**config.mk**
```make
export PLATFORM = sky130hd
export DESIGN_NAME = bus_packer
export DESIGN_NICKNAME = d
export VERILOG_FILES = /design/src/rtl/bus_packer_pkg.sv /design/src/rtl/bus_out_reg.sv /design/src/rtl/bus_packer.sv
export SDC_FILE = /design/constraint.sdc
export NUM_CORES = 1
export LEC_CHECK = 0
export BUFFER_PORTS_ARGS = -buffer_cell sky130_fd_sc_hd__buf_2
export CAP_MARGIN = 20
export CORE_MARGIN = 2
export CORE_UTILIZATION = 30
export CTS_CLUSTER_DIAMETER = 100
export DETAILED_ROUTE_END_ITERATION = 16
export GPL_ROUTABILITY_DRIVEN = 1
export PLACE_DENSITY = 0.51
export REMOVE_ABC_BUFFERS = 1
export SLEW_MARGIN = 20
export SYNTH_ARGS = -nofsm -noshare
export SYNTH_HDL_FRONTEND = slang
export SYNTH_SLANG_ARGS = --single-unit
```
**constraint.sdc**
```tcl
create_clock -name clk -period 2.8 [get_ports clk]
set_clock_uncertainty 0.05 [all_clocks]
set_input_delay 0.14 -clock clk [delete_from_list [all_inputs] [get_ports clk]]
set_output_delay 0.14 -clock clk [all_outputs]
set_load 0.1 [all_outputs]
```
**src/rtl/bus_packer_pkg.sv**
```systemverilog
// bus_packer_pkg: shared width helpers for the bus packer/unpacker family
package bus_packer_pkg;
  function automatic int clog2(input int v);
    int r;
    r = 0;
    while ((1 << r) < v) r++;
    return r;
  endfunction
  function automatic int out_w(input int in_w, input int beats);
    return in_w * beats;
  endfunction
endpackage

```
**src/rtl/bus_out_reg.sv**
```systemverilog
// bus_out_reg: registered data+count output stage with valid/ready handshake
// Ports: load_i/data_i/count_i capture a new word; ready_i drains it;
//        data_o/count_o/valid_o are the registered word and its qualifier.
module bus_out_reg #(
  parameter int DW = 8,
  parameter int CW = 2
) (
  input  logic          clk,
  input  logic          rst_n,
  input  logic          load_i,
  input  logic [DW-1:0] data_i,
  input  logic [CW-1:0] count_i,
  input  logic          ready_i,
  output logic [DW-1:0] data_o,
  output logic [CW-1:0] count_o,
  output logic          valid_o
);
  logic [DW-1:0] data_q, data_d;
  logic [CW-1:0] count_q, count_d;
  logic          valid_q, valid_d;
  always_comb begin
    valid_d = load_i || (valid_q && !ready_i);
    data_d  = load_i ? data_i : data_q;
    count_d = load_i ? count_i : count_q;
  end
  always_ff @(posedge clk) begin
    if (!rst_n) begin
      data_q  <= '0;
      count_q <= '0;
      valid_q <= 1'b0;
    end else begin
      data_q  <= data_d;
      count_q <= count_d;
      valid_q <= valid_d;
    end
  end
  assign data_o  = data_q;
  assign count_o = count_q;
  assign valid_o = valid_q;
endmodule

```
**src/rtl/bus_packer.sv**
```systemverilog
// bus_packer: gathers BEATS narrow beats into one wide word with valid/ready on both sides
// Ports: in_data/in_valid/in_last/in_ready form the narrow input stream;
//        out_data/out_count/out_valid/out_ready form the packed output stream.
module bus_packer
  import bus_packer_pkg::*;
#(
  parameter int IN_W      = 4,
  parameter int BEATS     = 2,
  parameter bit LSB_FIRST = 1'b1,
  localparam int OUT_W    = out_w(IN_W, BEATS),
  localparam int CW       = clog2(BEATS + 1)
) (
  input  logic             clk,
  input  logic             rst_n,
  input  logic [IN_W-1:0]  in_data,
  input  logic             in_valid,
  input  logic             in_last,
  output logic             in_ready,
  output logic [OUT_W-1:0] out_data,
  output logic [CW-1:0]    out_count,
  output logic             out_valid,
  input  logic             out_ready
);
  logic [OUT_W-1:0] acc_q, acc_d, merged;
  logic [CW-1:0]    cnt_q, cnt_d, cnt_inc;
  logic             in_fire, done;
  int               slot;
  assign in_ready = rst_n && (!out_valid || out_ready);
  assign in_fire  = in_valid && in_ready;
  assign done     = in_fire && (cnt_q == CW'(BEATS - 1) || in_last);
  assign cnt_inc  = cnt_q + CW'(1);
  // slot index for the current beat; beat 0 lands in the top slot when MSB-first
  assign slot     = LSB_FIRST ? int'(cnt_q) : BEATS - 1 - int'(cnt_q);
  assign merged   = acc_q | (OUT_W'(in_data) << (slot * IN_W));
  always_comb begin
    acc_d = !in_fire ? acc_q : done ? '0 : merged;
    cnt_d = !in_fire ? cnt_q : done ? '0 : cnt_inc;
  end
  always_ff @(posedge clk) begin
    if (!rst_n) begin
      acc_q <= '0;
      cnt_q <= '0;
    end else begin
      acc_q <= acc_d;
      cnt_q <= cnt_d;
    end
  end
  bus_out_reg #(.DW(OUT_W), .CW(CW)) u_out (
    .clk     (clk),
    .rst_n   (rst_n),
    .load_i  (done),
    .data_i  (merged),
    .count_i (cnt_inc),
    .ready_i (out_ready),
    .data_o  (out_data),
    .count_o (out_count),
    .valid_o (out_valid)
  );
endmodule

```
# Word level (Yosys, flattened, before mapping)
# Cells that the tools add are included.
[op_classes]
mux = 2
n_addsub = 1
n_shift = 1
eq_ne = 1
bitwise_logic = 1
n_reduce_logical = 9
[ops]
columns = ["op", "count"]
rows = [
  ["$mux 8", 1],
  ["$or 8x8->8", 1],
  ["$shl 4x4->8", 1],
  ["$logic_and 1x1->1", 4],
  ["$logic_or 1x1->1", 3],
  ["$add 2x1->2 const B", 1],
  ["$eq 2x1->1 const B", 1],
  ["$logic_not 1->1", 2],
  ["$mux 2", 1],
]
[totals]
wordCells = 20
input_bits = 9
register_bits = 21

# Logic depth before layout (Yosys ltp)
# Gate-level depths: netlist (run 1).
[logic_depth]
word_depth = 6
depth_mapped = 6
mapped_depth_nobuf = 5

# Modules after synthesis
# From an unflattened synthesis (run 1), not the netlist that was laid out.
[hier_totals]
hier_cells = 93
hier_area_um2 = 927.1
[modules_own_cells]
columns = ["module", "instances", "cells_per_inst", "area_per_inst_um2"]
rows = [
  ["bus_packer", 1, 58, 515.5],
  ["bus_out_reg", 1, 35, 411.6],
]

# Worst setup path after synthesis (run 1)
# Ideal clock, no wire load.
[synth_timing]
path_kind = "reg-to-output"
startpoint = "register u_out.valid_q (netlist: u_out.valid_o)"
endpoint = "output port in_ready"
required_time_ps = 2610
t_arrival_ps = 1833
stages_incl_launch_ff = 4
path_buffers = 1
path_slack_ps = 777
path_cell_list = "dfxtp_1 -> nand2b_4 -> buf_2 -> and2_1"
[synth_via]
elab_chain_cells = 3
[synth_rtl]
columns = ["item", "line_no", "text"]
rows = [
  ["start: declaration", "bus_out_reg.sv:20", "logic valid_q, valid_d;"],
  ["start signal: assignment", "bus_out_reg.sv:34", "valid_q <= valid_d;"],
  ["$logic_not 1->1", "bus_packer.sv:28", "assign in_ready = rst_n && (!out_valid || out_ready);"],
  ["$logic_or 1x1->1", "bus_packer.sv:28", ""],
  ["$logic_and 1x1->1", "bus_packer.sv:28", ""],
  ["end: declaration", "bus_packer.sv:18", "output logic in_ready,"],
]
# No other way between the ends.

# Worst setup path in the final report (run 1)
[layout_timing]
startpoint = "register cnt_q[0]"
endpoint = "register u_out.count_q[0] (netlist: u_out.count_o[0])"
[layout_via]
elab_chain_cells = 3
elab_cells_between_ends = 4
[layout_rtl]
columns = ["item", "line_no", "text"]
rows = [
  ["start: declaration", "bus_packer.sv:25", "logic [CW-1:0] cnt_q, cnt_d, cnt_inc;"],
  ["start signal: assignment", "bus_packer.sv:45", "cnt_q <= cnt_d;"],
  ["$eq 2x1->1", "bus_packer.sv:30", "assign done = in_fire && (cnt_q == CW'(BEATS - 1) || in_last);"],
  ["$logic_or 1x1->1", "bus_packer.sv:30", ""],
  ["$logic_and 1x1->1", "bus_packer.sv:30", ""],
  ["end signal: assignment", "bus_out_reg.sv:33", "count_q <= count_d;"],
  ["end: declaration", "bus_out_reg.sv:19", "logic [CW-1:0] count_q, count_d;"],
]
# Parallel ways exist; a longest one is shown, timed or not.
# A chain may end at the register's enable or synchronous reset.

==> results of run 1 <==
worst max path at each step:
stage,start,to,slack (ns)
after CTS,cnt_q[0],u_out.count_o[0],1.09
after global routing,cnt_q[0],u_out.count_o[0],0.96
after global placement,cnt_q[0],u_out.count_o[0],1.18
after floorplan,u_out.valid_o,u_out.count_o[0],0.85
final,cnt_q[0],u_out.count_o[0],1.12
after detailed placement,cnt_q[0],u_out.data_o[6],1.14
sequential cells by signal (all words and copies together), names as in the netlist:
name and count:
u_out.data_o 8, cnt_q 2, u_out.valid_o 1, u_out.count_o 2, acc_q 8
cells in the final DEF, fill, tap and decap left out, drive strengths merged, types with 2 or more instances in the layout:
cell type,n
buf,21
dfxtp,21
and2,2
clkbuf,3
nor2b,2
mux2i,9
a21oi,10
nor2,10
a41oi,8
nand2,11
o21ai,3
report_power, final:
group          leakage [µW]  total (µW)  switching [µW]  internal (µW)
Combinational      0.000223         142             109           32.4
Clock             0.0000177         145            91.4           53.3
Sequential         0.000171         319            7.60            311
worst max-delay path, stage by stage, from the launching register on:
cell and delay, ns:
dfxtp_1 0.42, ha_1 0.20, nor2_1 0.08, nor3_2 0.43, buf_4 0.26, mux2i_1 0.18
per-stage QoR:
stage | area [µm²] | setup WS (ns) | total power (µW) | hold slack [ns]
floorplan | 848.3 | 0.8511 | 435.1 | 0.2004
global placement | 994.7 | 1.183 | 467.5 | 0.3924
detailed placement | 994.7 | 1.143 | 468.3 | 0.3928
CTS | 1022 | 1.092 | 619.2 | 0.06926
global route | 1022 | 0.9550 | 644.5 | 0.06809
finish | 1022 | 1.125 | 605.5 | 0.08078
synth_stat cells, drive strengths merged (2+ instances only):
cell type,instances
nand2,11
mux2i,9
o21ai,3
nor2b,2
a21oi,10
and2,2
dfxtp,21
a41oi,8
nor2,10
buf,3
metal layers:
metal | up-vias | GRT usage (%) | share of wire (%)
met3 | 4 | 1.978 | 3.5
met5 | - | 0 | 0
met2 | 12 | 18.46 | 47
met4 | 0 | 7.792 | 2.5
met1 | 338 | 16.73 | 47
li1 | 368 | - | -
cells by family (layout without fill, tap and decap cells):
kind of cell,count (synthesis),after routing,share of synthesized area [%]
fa+ha+maj,1,1,1.400
compound gates,25,25,19.61
flops,21,21,47.06
buf+inv,6,26,5.460
simple gates,28,28,16.39
mux,9,9,10.08
cell type report:
cell class,count,area (µm²),share of cell area (%)
inverter,1,3.754,0.3672
timing repair buffer,21,107.6,10.53
sequential,21,420.4,41.13
multi-input combinational,63,424.2,41.49
clock inverter,1,5.005,0.4896
clock buffer,3,22.52,2.203
tap,31,38.79,3.794
==> flow_metrics.env, run 1 <==
export IMPL_status="finished, final reports clean"
export IMPL_netlist_area_um2=893.4
export IMPL_async_flop_share_pct=0
export IMPL_rsz0062_at_grt="no"
export IMPL_dpl_cell_count=137
export IMPL_maxCapViolations=0
export IMPL_synth_top_area_share_pct=47.06
export IMPL_vdd_drop_max_uv=258.8
export IMPL_yosys_most_used_dff="dfxtp_1"
export IMPL_avgRoutedWirePerCell_um=13.52
export IMPL_tns_ns=0
export IMPL_placeableCoreArea_um2=2781
export IMPL_clock_sinks=21
export IMPL_grt_max_degree=16
export IMPL_synth_edf_count=0
export IMPL_vias=722
export IMPL_clk_latency_ns=0.30
export IMPL_ys_seq_area_share_pct=47.06
export IMPL_hold_path_class="in2reg"
export IMPL_ys_seq_elements=21
export IMPL_critPathMaxFanout=6
export IMPL_area_growth_pct=14.43
export IMPL_final_util_pct=36.75
export IMPL_fp_dieW_um=58.57
export IMPL_layout_nets=121
export IMPL_hp_start="in_data[0]"
export IMPL_post_cts_buffers=0
export IMPL_cts_resized=0
export IMPL_fillers=283
export IMPL_syn_avg_cell_area_um2=9.926
export IMPL_clk_pin_slew_ns=0.12
export IMPL_r2r_end="u_out.count_o[0]"
export IMPL_p_leak_uw=0.0004116
export IMPL_hold_depth=3
export IMPL_pwr_density_cell_nw_per_um2=592.3
export IMPL_netlist_top_cells_area="dfxtp_1 47%, mux2i_1 10%, a41oi_1 7.8%"
export IMPL_die_area_um2=3430
export IMPL_grt_pass1_wl_um=3084
export IMPL_r2r_start="cnt_q[0]"
export IMPL_port_buffer_count=20
export IMPL_layout_cells_non_filler=141
export IMPL_numCtsBuffers=3
export IMPL_num_io_pins=21
export IMPL_cts_htree_levels=1
export IMPL_via_per_inst=5.121
export IMPL_yosysWarnings=0
export IMPL_drv_slew=0
export IMPL_cp_end_kind="flip-flop"
export IMPL_tightest_slew_ns=0.6157
export IMPL_synth_cells=90
export IMPL_antenna_found_initial=0
export IMPL_grt_use_total_pct=12.41
export IMPL_dp_hpwl_um=1332
export IMPL_cts_buffer_depth=2
export IMPL_drtIter0Drc=33
export IMPL_synth_top_area_cell="dfxtp_1"
export IMPL_die_y_um=58.57
export IMPL_cp_required_ns=2.99
export IMPL_critPathLaunchType="flip-flop"
export IMPL_fin_crit_sh_pct=59.84
export IMPL_start_util_pct=32.12
export IMPL_crit_arrival_ns=1.87
export IMPL_post_route_cells_drive_above_1_share_pct=29.09
export IMPL_drtAntennaViolNets=0
export IMPL_cts_tree="done"
export IMPL_hold_violations=0
export IMPL_hold_buffers=0
export IMPL_worst_r2r_cell_count=5
export IMPL_gr_total_overflow=0
export IMPL_finalWirelength_um=1907
export IMPL_gp_congestion=0.6855
export IMPL_max_freq_mhz=596.9
export IMPL_antenna_cells=0
export IMPL_first_pass_iters=4
export IMPL_grt_pass1_vias=626
export IMPL_ys_types=27
export IMPL_min_to="acc_q[0]"
export IMPL_cts_root_buf="clkbuf_4"
export IMPL_r2r_slack_ns=1.12
export IMPL_drc=0
export IMPL_fin_crit_ns=1.675
export IMPL_slew_headroom_pct=58.87
export IMPL_rows=19
export IMPL_setup_viol=0
export IMPL_setup_worst_path_class="reg2reg"
No activity file was read; power rests on OpenSTA's default activity.
==> run 2: changes to the inputs <==
- ABC_AREA: unset -> 1
- PLACE_DENSITY: 0.51 -> 0.53
- clock period: 2.8 -> 1.4 ns (I/O delays scaled with it)
==> run 2 against run 1 <==
  * Synthesized area is 5.3% lower
  * Synthesized cell count is 26% higher
  * Non-clock buffer count is 4 higher
  * Sequential power is 100% higher
  * Largest cell class is now registers
  * Global-route usage is 0.43 points lower
  * Critical path depth is 3 higher
  * Critical path type unchanged
  * Register-to-register slack worse by 1.0 ns
==> flow_metrics.env, run 2 <==
export IMPL_status="finished, final reports clean"
export IMPL_placeableCoreArea_um2=2710
export IMPL_dp_hpwl_um=1280
export IMPL_antenna_found_initial=0
export IMPL_grt_pass1_vias=690
export IMPL_slew_headroom_pct=67.34
export IMPL_multi_input_area_um2=391.6
export IMPL_via_per_inst=4.521
export IMPL_setup_viol=0
export IMPL_rsz0062_at_grt="no"
export IMPL_synth_top_area_cell="dfxtp_1"
export IMPL_tightest_slew_ns=0.4933
export IMPL_fp_dieW_um=57.10
export IMPL_drv_slew=0
export IMPL_grt_use_total_pct=11.98
export IMPL_avgRoutedWirePerCell_um=10.49
export IMPL_vias=764
export IMPL_synth_cells=113
export IMPL_drtIter0Drc=8
export IMPL_r2r_slack_ns=0.1
export IMPL_antenna_cells=0
export IMPL_cts_root_buf="clkbuf_4"
export IMPL_r2r_end="u_out.data_o[7]"
export IMPL_clock_sinks=21
export IMPL_finalWirelength_um=1773
export IMPL_numCtsBuffers=3
export IMPL_first_pass_iters=4
export IMPL_netlist_area_um2=845.8
export IMPL_post_route_cells_drive_above_1_share_pct=26.81
export IMPL_crit_start="cnt_q[1]"
export IMPL_fin_ws_ns=0.09895
export IMPL_layout_nets=149
export IMPL_final_cell_mix="30 x nor2_1, 20 x dfxtp_1, 19 x buf_2, 13 x nand3_1, 12 x nand2_1"
export IMPL_critPathLaunchType="flip-flop"
export IMPL_synth_edf_count=0
export IMPL_crit_arrival_ns=1.46
export IMPL_ys_types=17
export IMPL_die_y_um=57.10
export IMPL_fin_crit_ns=1.301
export IMPL_final_seq_area_um2=421.7
export IMPL_drc=0
export IMPL_final_common_cell="nor2_1"
export IMPL_synth_commonest_cells="30 x nor2_1, 21 x dfxtp_1, 15 x nand2_1"
export IMPL_synth_top_area_share_pct=49.70
export IMPL_clk_pin_slew_ns=0.12
export IMPL_layout_cells_non_filler=169
export IMPL_p_leak_uw=0.0005000
export IMPL_worst_r2r_cell_count=8
export IMPL_cts_htree_levels=1
export IMPL_ys_seq_elements=21
export IMPL_grt_max_degree=17
export IMPL_rows=19
export IMPL_post_place_ws_ns=-0.02428
export IMPL_setup_worst_path_class="reg2reg"
export IMPL_fin_crit_sh_pct=92.93
export IMPL_yosys_most_used_dff="dfxtp_1"
export IMPL_syn_avg_cell_area_um2=7.485
export IMPL_cts_buffer_depth=2
export IMPL_critPathMaxFanout=8
export IMPL_start_util_pct=31.21
export IMPL_gr_total_overflow=0
export IMPL_pwr_density_cell_nw_per_um2=1175
export IMPL_drtAntennaViolNets=0
export IMPL_vdd_drop_max_uv=468.0
export IMPL_hold_violations=0
export IMPL_async_flop_share_pct=0
export IMPL_yosysWarnings=0
export IMPL_p_total_uw=1286
export IMPL_gp_congestion=0.8137
export IMPL_netlist_top_cells_area="dfxtp_1 50%, nor2_1 13%, nand3_1 7.7%"
export IMPL_port_buffer_count=20
export IMPL_area_growth_pct=29.44
export IMPL_maxCapViolations=0
export IMPL_critPathCapture="u_out.data_o[7]"
export IMPL_r2r_start="cnt_q[1]"
export IMPL_cp_required_ns=1.55
export IMPL_num_io_pins=21
export IMPL_synth_most_common_cell="nor2_1"
export IMPL_hold_path_class="in2reg"
export IMPL_ys_seq_area_share_pct=49.70
export IMPL_dpl_cell_count=163
export IMPL_die_area_um2=3260
export IMPL_cp_end_kind="flip-flop"
export IMPL_max_freq_mhz=768.6
export IMPL_fillers=296
export IMPL_grt_pass1_wl_um=3008
export IMPL_clk_latency_ns=0.30
export IMPL_cts_tree="done"
-- run 2: what timing repair did --
action / in CTS / in global routing
cloned: 0 / 1
gates resized for setup: 1 / 6
pin swaps: 0 / 2
buffers inserted: 0 / 1
hold buffers: 0 / 0
endpoints found under the setup margin: 10 / 18
-- run 2: routing by layer --
metal / up-vias / global-route usage [%] / part of all wire, %
met1: 337 / 15.97 / 49
li1: 417 / - / -
met2: 8 / 18.72 / 47
met4: 0 / 5.980 / 0.73
met3: 2 / 2.041 / 3.0
met5: - / 0 / 0
-- run 2: final cells by class --
cell class / instances / share of cell area (%)
clock buffers: 4 / 2.400
inverters: 9 / 3.086
multi-input cells: 79 / 35.77
flip-flops and latches: 21 / 38.51
well taps: 31 / 3.543
repair buffers: 25 / 16.69
-- run 2: critical path, cell delays in order (launching register included) --
cell and delay [ns]:
dfxtp_2 0.36, inv_2 0.05, ha_2 0.14, inv_1 0.04
nand2_2 0.07, nand4_4 0.15, clkbuf_16 0.22, nor2_1 0.08
nor2_1 0.05
-- run 2: worst min-delay path by stage --
stage / from / endpoint / cells after the start
after floorplan: rst_n / u_out.data_o[1] / 2
final: in_data[3] / u_out.data_o[3] / 3
after detailed placement: in_data[3] / u_out.data_o[3] / 3
after global placement: in_data[3] / u_out.data_o[3] / 3
after global routing: in_data[3] / u_out.data_o[3] / 3
after CTS: in_data[3] / u_out.data_o[3] / 3
-- run 2: where the power goes --
part	internal (µW)	leakage, µW	total, µW	switching, µW
sequential	628	0.000171	644	15.3
combinational	89.9	0.000314	350	260
clock	111	0.0000150	292	181
total	829	0.000500	1290	457
-- run 2: through the flow --
stage                     setup TNS (ns)  utilization, %  hold WS, ns  instance area [µm²]
after floorplan                   -12.65               -       0.1405                827.0
after global placement          -0.01438           37.49       0.3234                 1016
after detailed placement         -0.1174           37.49       0.3306                 1016
after CTS                              0           38.55     0.009612                 1045
after global routing                   0           40.40      0.01462                 1095
final                                  0           40.40      0.01868                 1095
-- run 2: cells by family (layout without fill, tap and decap cells) --
group / Yosys count / count (layout) / synth area share [%]
compound gates: 16 / 16 / 9.911
xor+xnor: 1 / 1 / 1.036
flops: 21 / 21 / 49.70
simple gates: 61 / 61 / 31.66
fa+ha+maj: 1 / 1 / 1.479
buf+inv: 13 / 38 / 6.212
==> run 3: changes to the inputs <==
- ABC_AREA: 1 -> unset
- PLACE_DENSITY: 0.53 -> 0.52
- TNS_END_PERCENT: unset -> 100
==> run 3 against run 2 <==
  * Power down 2.3%
  * Final cell count is 11% lower
  * Combinational power fell by 7.4%
  * Largest cell class is now multi-input gates
==> flow_metrics.env, run 3 (synthesized netlist as in run 1, its figures left out) <==
export IMPL_critPathTopFamily="flip-flops"
export IMPL_gp_congestion=0.7476
export IMPL_p_leak_uw=0.0004644
export IMPL_cts_buffer_depth=2
export IMPL_hold_path_class="in2reg"
export IMPL_fillers=284
export IMPL_path_cells="inv_1, ha_1, nor2_1, nor3_2, buf_4, a21o_1"
export IMPL_hold_violations=0
export IMPL_vias=750
export IMPL_cts_htree_levels=1
export IMPL_rsz0062_at_grt="no"
export IMPL_gr_total_overflow=0
export IMPL_setup_worst_path_class="reg2reg"
export IMPL_die_area_um2=3430
export IMPL_tightest_slew_ns=0.4897
export IMPL_dpl_cell_area_um2=1070
export IMPL_max_freq_mhz=758.7
export IMPL_fp_dieW_um=58.57
export IMPL_critPathLaunchType="flip-flop"
export IMPL_status="finished, final reports clean"
export IMPL_numCtsBuffers=3
export IMPL_via_per_inst=4.967
export IMPL_num_io_pins=21
export IMPL_cts_tree="done"
export IMPL_drtIter0Drc=7
export IMPL_r2r_slack_ns=0.08
export IMPL_final_seq_area_um2=420.4
export IMPL_final_cell_mix="21 x dfxtp_1, 19 x buf_2, 11 x buf_4, 10 x nor2_1, 10 x nand2_1"
export IMPL_final_util_pct=40.26
export IMPL_antenna_cells=0
export IMPL_grt_max_degree=16
export IMPL_layout_nets=131
export IMPL_slowest_delay_ns=0.36
export IMPL_first_pass_iters=4
export IMPL_pwr_density_cell_nw_per_um2=1122
export IMPL_antenna_found_initial=0
export IMPL_setup_viol=0
export IMPL_clk_pin_slew_ns=0.12
export IMPL_hold_buffers=0
export IMPL_cts_root_buf="clkbuf_4"
export IMPL_drv_slew=0
export IMPL_grt_pass1_vias=684
export IMPL_placeableCoreArea_um2=2781
export IMPL_vdd_drop_max_uv=745.8
export IMPL_die_y_um=58.57
export IMPL_post_route_cells_drive_above_1_share_pct=35.83
export IMPL_grt_pass1_wl_um=3001
export IMPL_crit_arrival_ns=1.48
export IMPL_critPathMaxFanout=6
export IMPL_maxCapViolations=0
export IMPL_clock_sinks=21
export IMPL_fin_crit_sh_pct=94.15
export IMPL_port_buffer_count=20
export IMPL_rows=19
export IMPL_final_area_um2=1120
export IMPL_area_growth_pct=25.35
export IMPL_clk_latency_ns=0.30
export IMPL_critPathSlowestCell="dfxtp_1"
export IMPL_multi_input_area_um2=432.9
export IMPL_drc=0
export IMPL_cp_end_kind="flip-flop"
export IMPL_grt_use_total_pct=11.82
export IMPL_start_util_pct=32.12
export IMPL_fin_crit_ns=1.318
export IMPL_p_total_uw=1257
export IMPL_cp_required_ns=1.56
export IMPL_final_common_cell="dfxtp_1"
export IMPL_avgRoutedWirePerCell_um=12.44
export IMPL_crit_buf_inv=2
export IMPL_drtAntennaViolNets=0
export IMPL_slew_headroom_pct=67.58
export IMPL_dp_hpwl_um=1371
export IMPL_finalWirelength_um=1878
## run 3: cell types whose count changed in the layout (fill, tap and decap cells not counted), sizes merged, moves of 2 or more
cell and delta:
a21oi +6, buf +7, nand3 -14, o21ai -6, mux2i +9, and2 +2
a31oi -3, a41oi +8, nand2 -4, nor2b +2, inv -8, nor2 -21
## run 3: routing by layer
metal  vias to the layer above  global-route usage, %  wire, µm
met5                         -                      0         0
met1                       350                  14.19       850
li1                        386                      -         -
met3                         2                  4.835        86
met4                         0                  2.922        12
met2                        12                  19.74       928
## run 3: worst min-delay path: cells and delay by family
family                 cells  cell delay (ns)
and+or+nand+nor            1             0.07
AOI/OAI and AO/OA          1             0.09
buffers and inverters      1             0.11
## run 3: area by class of cell
type / count / area share (%)
clock buffer: 4 / 2.346
inverter: 1 / 0.3352
sequential: 21 / 37.54
tap: 31 / 3.464
multi-input combinational: 63 / 38.66
timing repair buffer: 31 / 17.65
## run 3: path summary, 6_finish.rpt
kind                                       from               to  depth (start not counted)
worst max-delay path                   cnt_q[1]    u_out.valid_o                          6
worst min-delay path                 in_data[1]         acc_q[5]                          3
worst max register to register         cnt_q[1]    u_out.valid_o                          6
worst min register to register  u_out.data_o[0]  u_out.data_o[0]                          2
## run 3: metrics by stage
stage	worst slack (ns)	hold slack, ns	TNS (ns)	cells
2_1_floorplan	-0.5489	0.1304	-9.265	85
3_3_place_gp	0.1302	0.3260	0	145
3_5_place_dp	0.05874	0.3350	0	145
4_1_cts	0.01361	0.007089	0	149
5_1_grt	0.006256	0.02302	0	151
6_report	0.08189	0.01151	0	151
## run 3: repair_timing
action / 4_1_cts / 5_1_grt
endpoints found under the setup margin: 1 / 2
gates resized for setup: 1 / 2
pin swaps: 0 / 1
buffers inserted: 0 / 2
## run 3: report_power, final
group / switching [µW] / internal (µW)
Sequential: 11.7 / 623
Combinational: 229 / 95.7
Clock: 187 / 111
Total: 427 / 830
